### src/rtl/agc_gain_pkg.sv
// agc_gain_pkg: FSM encoding, gain code limits and arithmetic helpers for the AGC gain controller
package agc_gain_pkg;

    localparam logic [2:0] S_IDLE   = 3'd0;
    localparam logic [2:0] S_ISSUE  = 3'd1;
    localparam logic [2:0] S_ARM    = 3'd2;
    localparam logic [2:0] S_WAIT   = 3'd3;
    localparam logic [2:0] S_EMIT   = 3'd4;
    localparam logic [2:0] S_ADJUST = 3'd5;

    localparam logic signed [8:0] GAIN_MIN = -9'sd40;
    localparam logic signed [8:0] GAIN_MAX = 9'sd40;

    typedef enum logic [1:0] {STEP_HOLD, STEP_DEC, STEP_INC} step_t;

    // -2048 has no positive 12-bit counterpart, so it folds to 2047
    function automatic logic [10:0] sat_abs12(input logic signed [11:0] x);
        logic [11:0] n;
        n = -x;
        return !x[11] ? x[10:0] : (n[11] ? 11'h7FF : n[10:0]);
    endfunction

    function automatic logic signed [8:0] clamp_gain(input logic signed [9:0] g);
        return g < 10'(GAIN_MIN) ? GAIN_MIN : g > 10'(GAIN_MAX) ? GAIN_MAX : g[8:0];
    endfunction

endpackage

### src/rtl/agc_gain_controller_peak_window_tracker.sv
// peak_window_tracker: per-window |result| peak, result count and threshold step decision
module peak_window_tracker
    import agc_gain_pkg::*;
#(
    parameter int WINDOW_LEN  = 256,
    parameter int HIGH_THRESH = 1843,
    parameter int LOW_THRESH  = 512
) (
    input  logic        clock,
    input  logic        reset,
    input  logic        clear,
    input  logic        update,
    input  logic [11:0] result,
    output logic        window_end,
    output step_t       step
);

    localparam int CW = $clog2(WINDOW_LEN);

    logic [CW-1:0] count;
    logic [10:0]   peak;
    logic [10:0]   mag;

    always_comb begin
        mag        = sat_abs12(result);
        window_end = update && count == CW'(WINDOW_LEN - 1);
        step       = peak > 11'(HIGH_THRESH) ? STEP_DEC : peak < 11'(LOW_THRESH) ? STEP_INC : STEP_HOLD;
    end

    always_ff @(posedge clock) begin
        if (reset || clear) begin
            peak  <= '0;
            count <= '0;
        end else if (update) begin
            peak  <= mag > peak ? mag : peak;
            count <= count + 1'b1;
        end
    end

endmodule

### src/rtl/agc_gain_controller.sv
// agc_gain_controller: start/done initiator for the gain stage with per-window automatic gain control.
// Optional done watchdog enabled by defining AGC_GAIN_CTRL_TIMEOUT_EN.
module agc_gain_controller
    import agc_gain_pkg::*;
#(
    parameter int              WINDOW_LEN  = 256,
    parameter int              HIGH_THRESH = 1843,
    parameter int              LOW_THRESH  = 512,
    parameter int              STEP_DOWN   = 4,
    parameter int              STEP_UP     = 1,
    parameter logic signed [8:0] INIT_GAIN = 9'sd0
`ifdef AGC_GAIN_CTRL_TIMEOUT_EN
    ,
    parameter int              TIMEOUT_CYCLES = 64
`endif
) (
    input  logic               clock,
    input  logic               reset,
    input  logic               sample_valid,
    input  logic [11:0]        sample_in,
    input  logic               agc_enable,
    input  logic signed [8:0]  manual_gain,
    output logic               gain_start,
    output logic [11:0]        gain_sample,
    output logic signed [8:0]  gain_value,
    input  logic               gain_done,
    input  logic [11:0]        gain_result,
    output logic               out_valid,
    output logic [11:0]        out_sample,
    output logic signed [8:0]  current_gain,
    output logic               overrun,
    output logic [7:0]         overrun_count,
    output logic               timeout_err
);

    logic [2:0]        state;
    logic              hold_valid;
    logic [11:0]       hold_data;
    logic [11:0]       result_q;
    logic              emit_raw;
    logic              timed_out;
    logic              window_end;
    logic              busy;
    logic              drop;
    logic              load_hold;
    step_t             step;
    logic signed [8:0] issue_gain;
    logic signed [8:0] adj_gain;
    logic signed [9:0] cur_ext;

    always_comb begin
        busy       = state != S_IDLE;
        drop       = busy && sample_valid && hold_valid;
        // in IDLE a full buffer is issued, so an arriving sample refills it
        load_hold  = sample_valid && (busy ? !hold_valid : hold_valid);
        issue_gain = agc_enable ? current_gain : clamp_gain({manual_gain[8], manual_gain});
        cur_ext    = {current_gain[8], current_gain};
        adj_gain   = clamp_gain(step == STEP_DEC ? cur_ext - 10'(STEP_DOWN) :
                                step == STEP_INC ? cur_ext + 10'(STEP_UP) : cur_ext);
        gain_start = state == S_ISSUE;
        out_valid  = state == S_EMIT;
        out_sample = result_q;
    end

`ifdef AGC_GAIN_CTRL_TIMEOUT_EN
    localparam int TW = $clog2(TIMEOUT_CYCLES + 1);

    logic [TW-1:0] wait_cnt;

    always_comb timed_out = state == S_WAIT && !gain_done && wait_cnt == TW'(TIMEOUT_CYCLES - 1);

    always_ff @(posedge clock) begin
        if (reset) begin
            wait_cnt    <= '0;
            timeout_err <= 1'b0;
        end else begin
            wait_cnt    <= state == S_WAIT ? wait_cnt + 1'b1 : '0;
            timeout_err <= timeout_err | timed_out;
        end
    end
`else
    always_comb begin
        timed_out   = 1'b0;
        timeout_err = 1'b0;
    end
`endif

    always_ff @(posedge clock) begin
        if (reset) begin
            state         <= S_IDLE;
            hold_valid    <= 1'b0;
            hold_data     <= '0;
            gain_sample   <= '0;
            gain_value    <= '0;
            current_gain  <= INIT_GAIN;
            result_q      <= '0;
            emit_raw      <= 1'b0;
            overrun       <= 1'b0;
            overrun_count <= '0;
        end else begin
            overrun       <= drop;
            overrun_count <= drop && overrun_count != 8'hFF ? overrun_count + 1'b1 : overrun_count;
            hold_valid    <= busy ? hold_valid || sample_valid : hold_valid && sample_valid;
            hold_data     <= load_hold ? sample_in : hold_data;
            case (state)
                S_IDLE: begin
                    if (hold_valid || sample_valid) begin
                        gain_sample  <= hold_valid ? hold_data : sample_in;
                        gain_value   <= issue_gain;
                        current_gain <= issue_gain;
                        state        <= S_ISSUE;
                    end
                end
                S_ISSUE: state <= S_ARM;
                // a level done left over from the previous operation is still visible here
                S_ARM:   state <= S_WAIT;
                S_WAIT: begin
                    if (gain_done || timed_out) begin
                        result_q <= gain_done ? gain_result : gain_sample;
                        emit_raw <= !gain_done;
                        state    <= S_EMIT;
                    end
                end
                S_EMIT:  state <= window_end && agc_enable ? S_ADJUST : S_IDLE;
                S_ADJUST: begin
                    current_gain <= adj_gain;
                    state        <= S_IDLE;
                end
                default: state <= S_IDLE;
            endcase
        end
    end

    peak_window_tracker #(
        .WINDOW_LEN (WINDOW_LEN),
        .HIGH_THRESH(HIGH_THRESH),
        .LOW_THRESH (LOW_THRESH)
    ) u_tracker (
        .clock     (clock),
        .reset     (reset),
        .clear     (!agc_enable || state == S_ADJUST),
        .update    (state == S_EMIT && !emit_raw),
        .result    (result_q),
        .window_end(window_end),
        .step      (step)
    );

endmodule
### config.mk
export PLATFORM = sky130hd
export DESIGN_NAME = agc_gain_controller
export DESIGN_NICKNAME = d
export VERILOG_FILES = /design/src/rtl/agc_gain_pkg.sv /design/src/rtl/agc_gain_controller_peak_window_tracker.sv /design/src/rtl/agc_gain_controller.sv
export SDC_FILE = /design/constraint.sdc
export NUM_CORES = 1
export LEC_CHECK = 0
export CORE_ASPECT_RATIO = 1.5
export CORE_MARGIN = 2
export CORE_UTILIZATION = 38
export CTS_CLUSTER_DIAMETER = 120
export CTS_CLUSTER_SIZE = 25
export DETAILED_ROUTE_END_ITERATION = 8
export PLACE_DENSITY_LB_ADDON = 0.1
export SETUP_SLACK_MARGIN = 0.2
export SYNTH_ARGS = -nofsm -noshare
export SYNTH_HDL_FRONTEND = slang
export SYNTH_SLANG_ARGS = --single-unit
### constraint.sdc
create_clock -name clock -period 3.3 [get_ports clock]
set_clock_uncertainty 0.1 [all_clocks]
set_input_delay 0.33 -clock clock [delete_from_list [all_inputs] [get_ports clock]]
set_output_delay 0.33 -clock clock [all_outputs]
set_load 0.01 [all_outputs]
==> impl_metrics.json, run 1 <==
{
  "worst_slew_pin_slew_ns": 0.700,
  "holdBufCountCts": 0,
  "cpLargestDelayFamily": "compound AO/OA/AOI/OAI gates",
  "regArea_um2": 1740,
  "cts_tree": "yes",
  "antenna_found_initial": 0,
  "dieArea_um2": 13500,
  "synthTopCellsByArea": "dfxtp_1 36%, mux2i_1 6.5%, nor2_1 5.4%",
  "synth_edf_count": 0,
  "grt_pass1_vias": 4400,
  "slowest_delay_ns": 0.55,
  "synth_cell_types": 75,
  "max_slew_margin_pct": 53.2,
  "routabilityCongestion": 0.850,
  "num_io_pins": 92,
  "placementRows": 50,
  "avgSynthCellArea_um2": 8.42,
  "syn_area_um2": 4790,
  "routed_wl_mm": 13.2,
  "insertion_delay_ns": 0.34,
  "hold_viol_final": 0,
  "die_w_um": 95.7,
  "core_area_um2": 12400,
  "crit_top_cell": "buf_4",
  "gr-total-overflow": 0,
  "crit_path_start": "out_sample[2]",
  "status": "complete, no violations",
  "leakage_nw": 2.42,
  "grt.total_usage_pct": 19.4,
  "required_ns": 3.40,
  "worstSetupEndpointType": "flip-flop",
  "fp.dieH_um": 142,
  "synth_top_area_cell": "dfxtp_1",
  "cap_violations": 0,
  "syn-num-nets": 624,
  "ir_drop_uv": 422,
  "grt_pass1_wl_mm": 20.9,
  "hold_path.class": "in -> reg",
  "synth_top_area_share_pct": 36.3,
  "worstSetupPathDepth": 13,
  "dp_cells": 800,
  "fin_crit_ns": 3.27,
  "drt_iter0_drc": 145,
  "regToRegStartpoint": "out_sample[2]",
  "cts-htree-levels": 3,
  "remaining_drc_errors": 0,
  "crit_fanout": 5,
  "critPathLaunchType": "flip-flop",
  "fin_cells": 825,
  "finalCritPeriodShare_pct": 99.0,
  "synth_flop_cell": "dfxtp_1",
  "reg2reg_depth": 13,
  "wire_per_inst_um": 15.9,
  "final-setup-viol-count": 0,
  "numCtsBuffers": 9,
  "initial_core_util_pct": 38.7,
  "finalMaxSlewViolations": 0,
  "hpwl_mm": 9.54,
  "nets": 721,
  "fmax_mhz": 306,
  "utilization_pct": 52.0,
  "cts_sinks": 87,
  "via_count": 4544,
  "grt_max_degree": 52,
  "synthArstFlopShare_pct": 0,
  "holdPathStages": 2,
  "rsz0062_at_grt": "true",
  "fin_ws_ns": 0.0344,
  "multi_input_area_um2": 2990,
  "post_drt_via_cell_ratio": 5.51,
  "path_cells": "or4_4, buf_4, o41ai_4, nand2_1, mux2_4, ha_1, nand4_1, o31ai_2, buf_4, a21oi_4, buf_6, a21oi_1, a311oi_1",
  "dp_slack_ns": 0.0505,
  "ys_ff_latch": 87,
  "syn2layout_area_growth_pct": 34.4,
  "cp_slowest_cell": "or4_4",
  "clockRootBuffer": "clkbuf_16",
  "path_class": "reg -> reg",
  "synthTopCellsByCount": "87 x dfxtp_1, 69 x nor2_1, 55 x nand2_1",
  "syn_inst": 569,
  "worstPathArrival_ns": 3.36,
  "hold_start": "reset",
  "fillers": 1162,
  "synth.most_common_cell": "dfxtp_1",
  "io_buffers": 90,
  "ys_seq_area_share_pct": 36.3,
  "drive_above_1_share_pct": 14.2,
  "drt_pass1_iterations": 5,
  "clkSlewWorstSetupHoldPaths_ns": 0.07,
  "path_buf_inv": 3,
  "clockBufferDepth": 2,
  "powerDensity_nw_per_um2": 447,
  "antenna_left": 0,
  "yosysWarnings": 0,
  "antenna_cells": 0
}
-- cell usage in the layout (no fill, tap or decap), types with 3 or more instances in the layout --
cell,synthesis,layout
nor3_1,9,9
buf_4,1,23
nand3b_1,3,3
nor4_1,4,4
nor2b_1,3,3
o21bai_1,3,3
a211oi_1,19,18
dfxtp_1,87,86
a21o_1,6,6
buf_6,2,3
nand4_1,7,7
nand2b_1,4,4
ha_1,17,16
a32oi_1,3,3
a311oi_1,5,5
o22ai_1,3,3
a31oi_1,7,5
inv_1,21,21
clkdlybuf4s50_1,0,89
o21ai_0,24,23
xnor2_1,6,5
a21oi_1,50,41
nor2_1,69,67
a21oi_2,1,8
or2_2,6,6
nand3_1,17,16
a221o_1,3,3
mux2i_1,31,31
nand2_1,55,55
or3_1,9,8
clkbuf_16,0,9
xor2_1,13,13
-- timing repair --
item                       in CTS  in global routing
cloned                          0                  1
pin swaps                       3                 22
gates resized for setup         6                 27
setup endpoints to repair      11                 11
buffers inserted                4                  6
-- where the power goes --
group	switching, W	internal (W)	leakage [nW]
sequential	0.0000567	0.00112	0.709
clock	0.000407	0.000677	0.152
combinational	0.000309	0.000311	1.56
total	0.000773	0.00211	2.42
-- worst paths after layout --
check	end	slack [ns]
setup reg to reg	u_tracker.peak[4]	0.03
hold reg to reg	emit_raw	0.38
setup / recovery	u_tracker.peak[4]	0.03
hold / removal	out_sample[11]	0.33
-- state kept, by name (all words and copies together), names as in the netlist, 3 cells and up --
register	cells
current_gain	9
hold_data	12
out_sample	12
overrun_count	8
gain_sample	12
u_tracker.count	8
u_tracker.peak	11
gain_value	9
state	3
-- layout make-up --
type	count	area share (%)
well taps	156	3.03
multi-input cells	430	46.4
clock inverters	3	1.07
repair buffers	117	17.4
clock buffers	11	3.77
inverters	21	1.22
flip-flops and latches	87	27.1
-- logic make-up after synthesis --
| kind of cell | count (synthesis) | synth area share, % |
|---|---|---|
| buffers and inverters | 52 | 4.94 |
| muxes | 33 | 7.00 |
| and+or+nand+nor | 206 | 21.1 |
| DFF | 87 | 36.3 |
| other | 1 | 0.0783 |
| adders and majority gates | 17 | 4.44 |
| AOI/OAI and AO/OA | 153 | 22.2 |
| xor gates and xnor gates | 20 | 3.81 |
-- stage by stage --
| step | cell area, µm² | power, W | setup TNS, ns | hold slack, ns |
|---|---|---|---|---|
| 6_report | 6440 | 0.00288 | 0 | 0.326 |
| 3_3_place_gp | 5860 | 0.00176 | 0 | 0.364 |
| 4_1_cts | 6240 | 0.00287 | 0 | 0.337 |
| 5_1_grt | 6440 | 0.00302 | -0.135 | 0.355 |
| 2_1_floorplan | 4810 | 0.00154 | 0 | 0.354 |
| 3_5_place_dp | 5860 | 0.00177 | 0 | 0.373 |
-- layer usage --
metal	vias up	wire length [µm]	track usage (%)
met1	2164	5360	21.7
li1	2252	-	-
met3	23	607	3.72
met2	105	6900	35.4
met4	0	288	7.67
met5	-	0	0
(Power assumes the default switching activity.)
==> run 2, diff against run 1 <==
- CTS_CLUSTER_DIAMETER: 120 -> 80
==> results of run 2 <==
Final layout, timing and power as in run 1 (identical DEF).
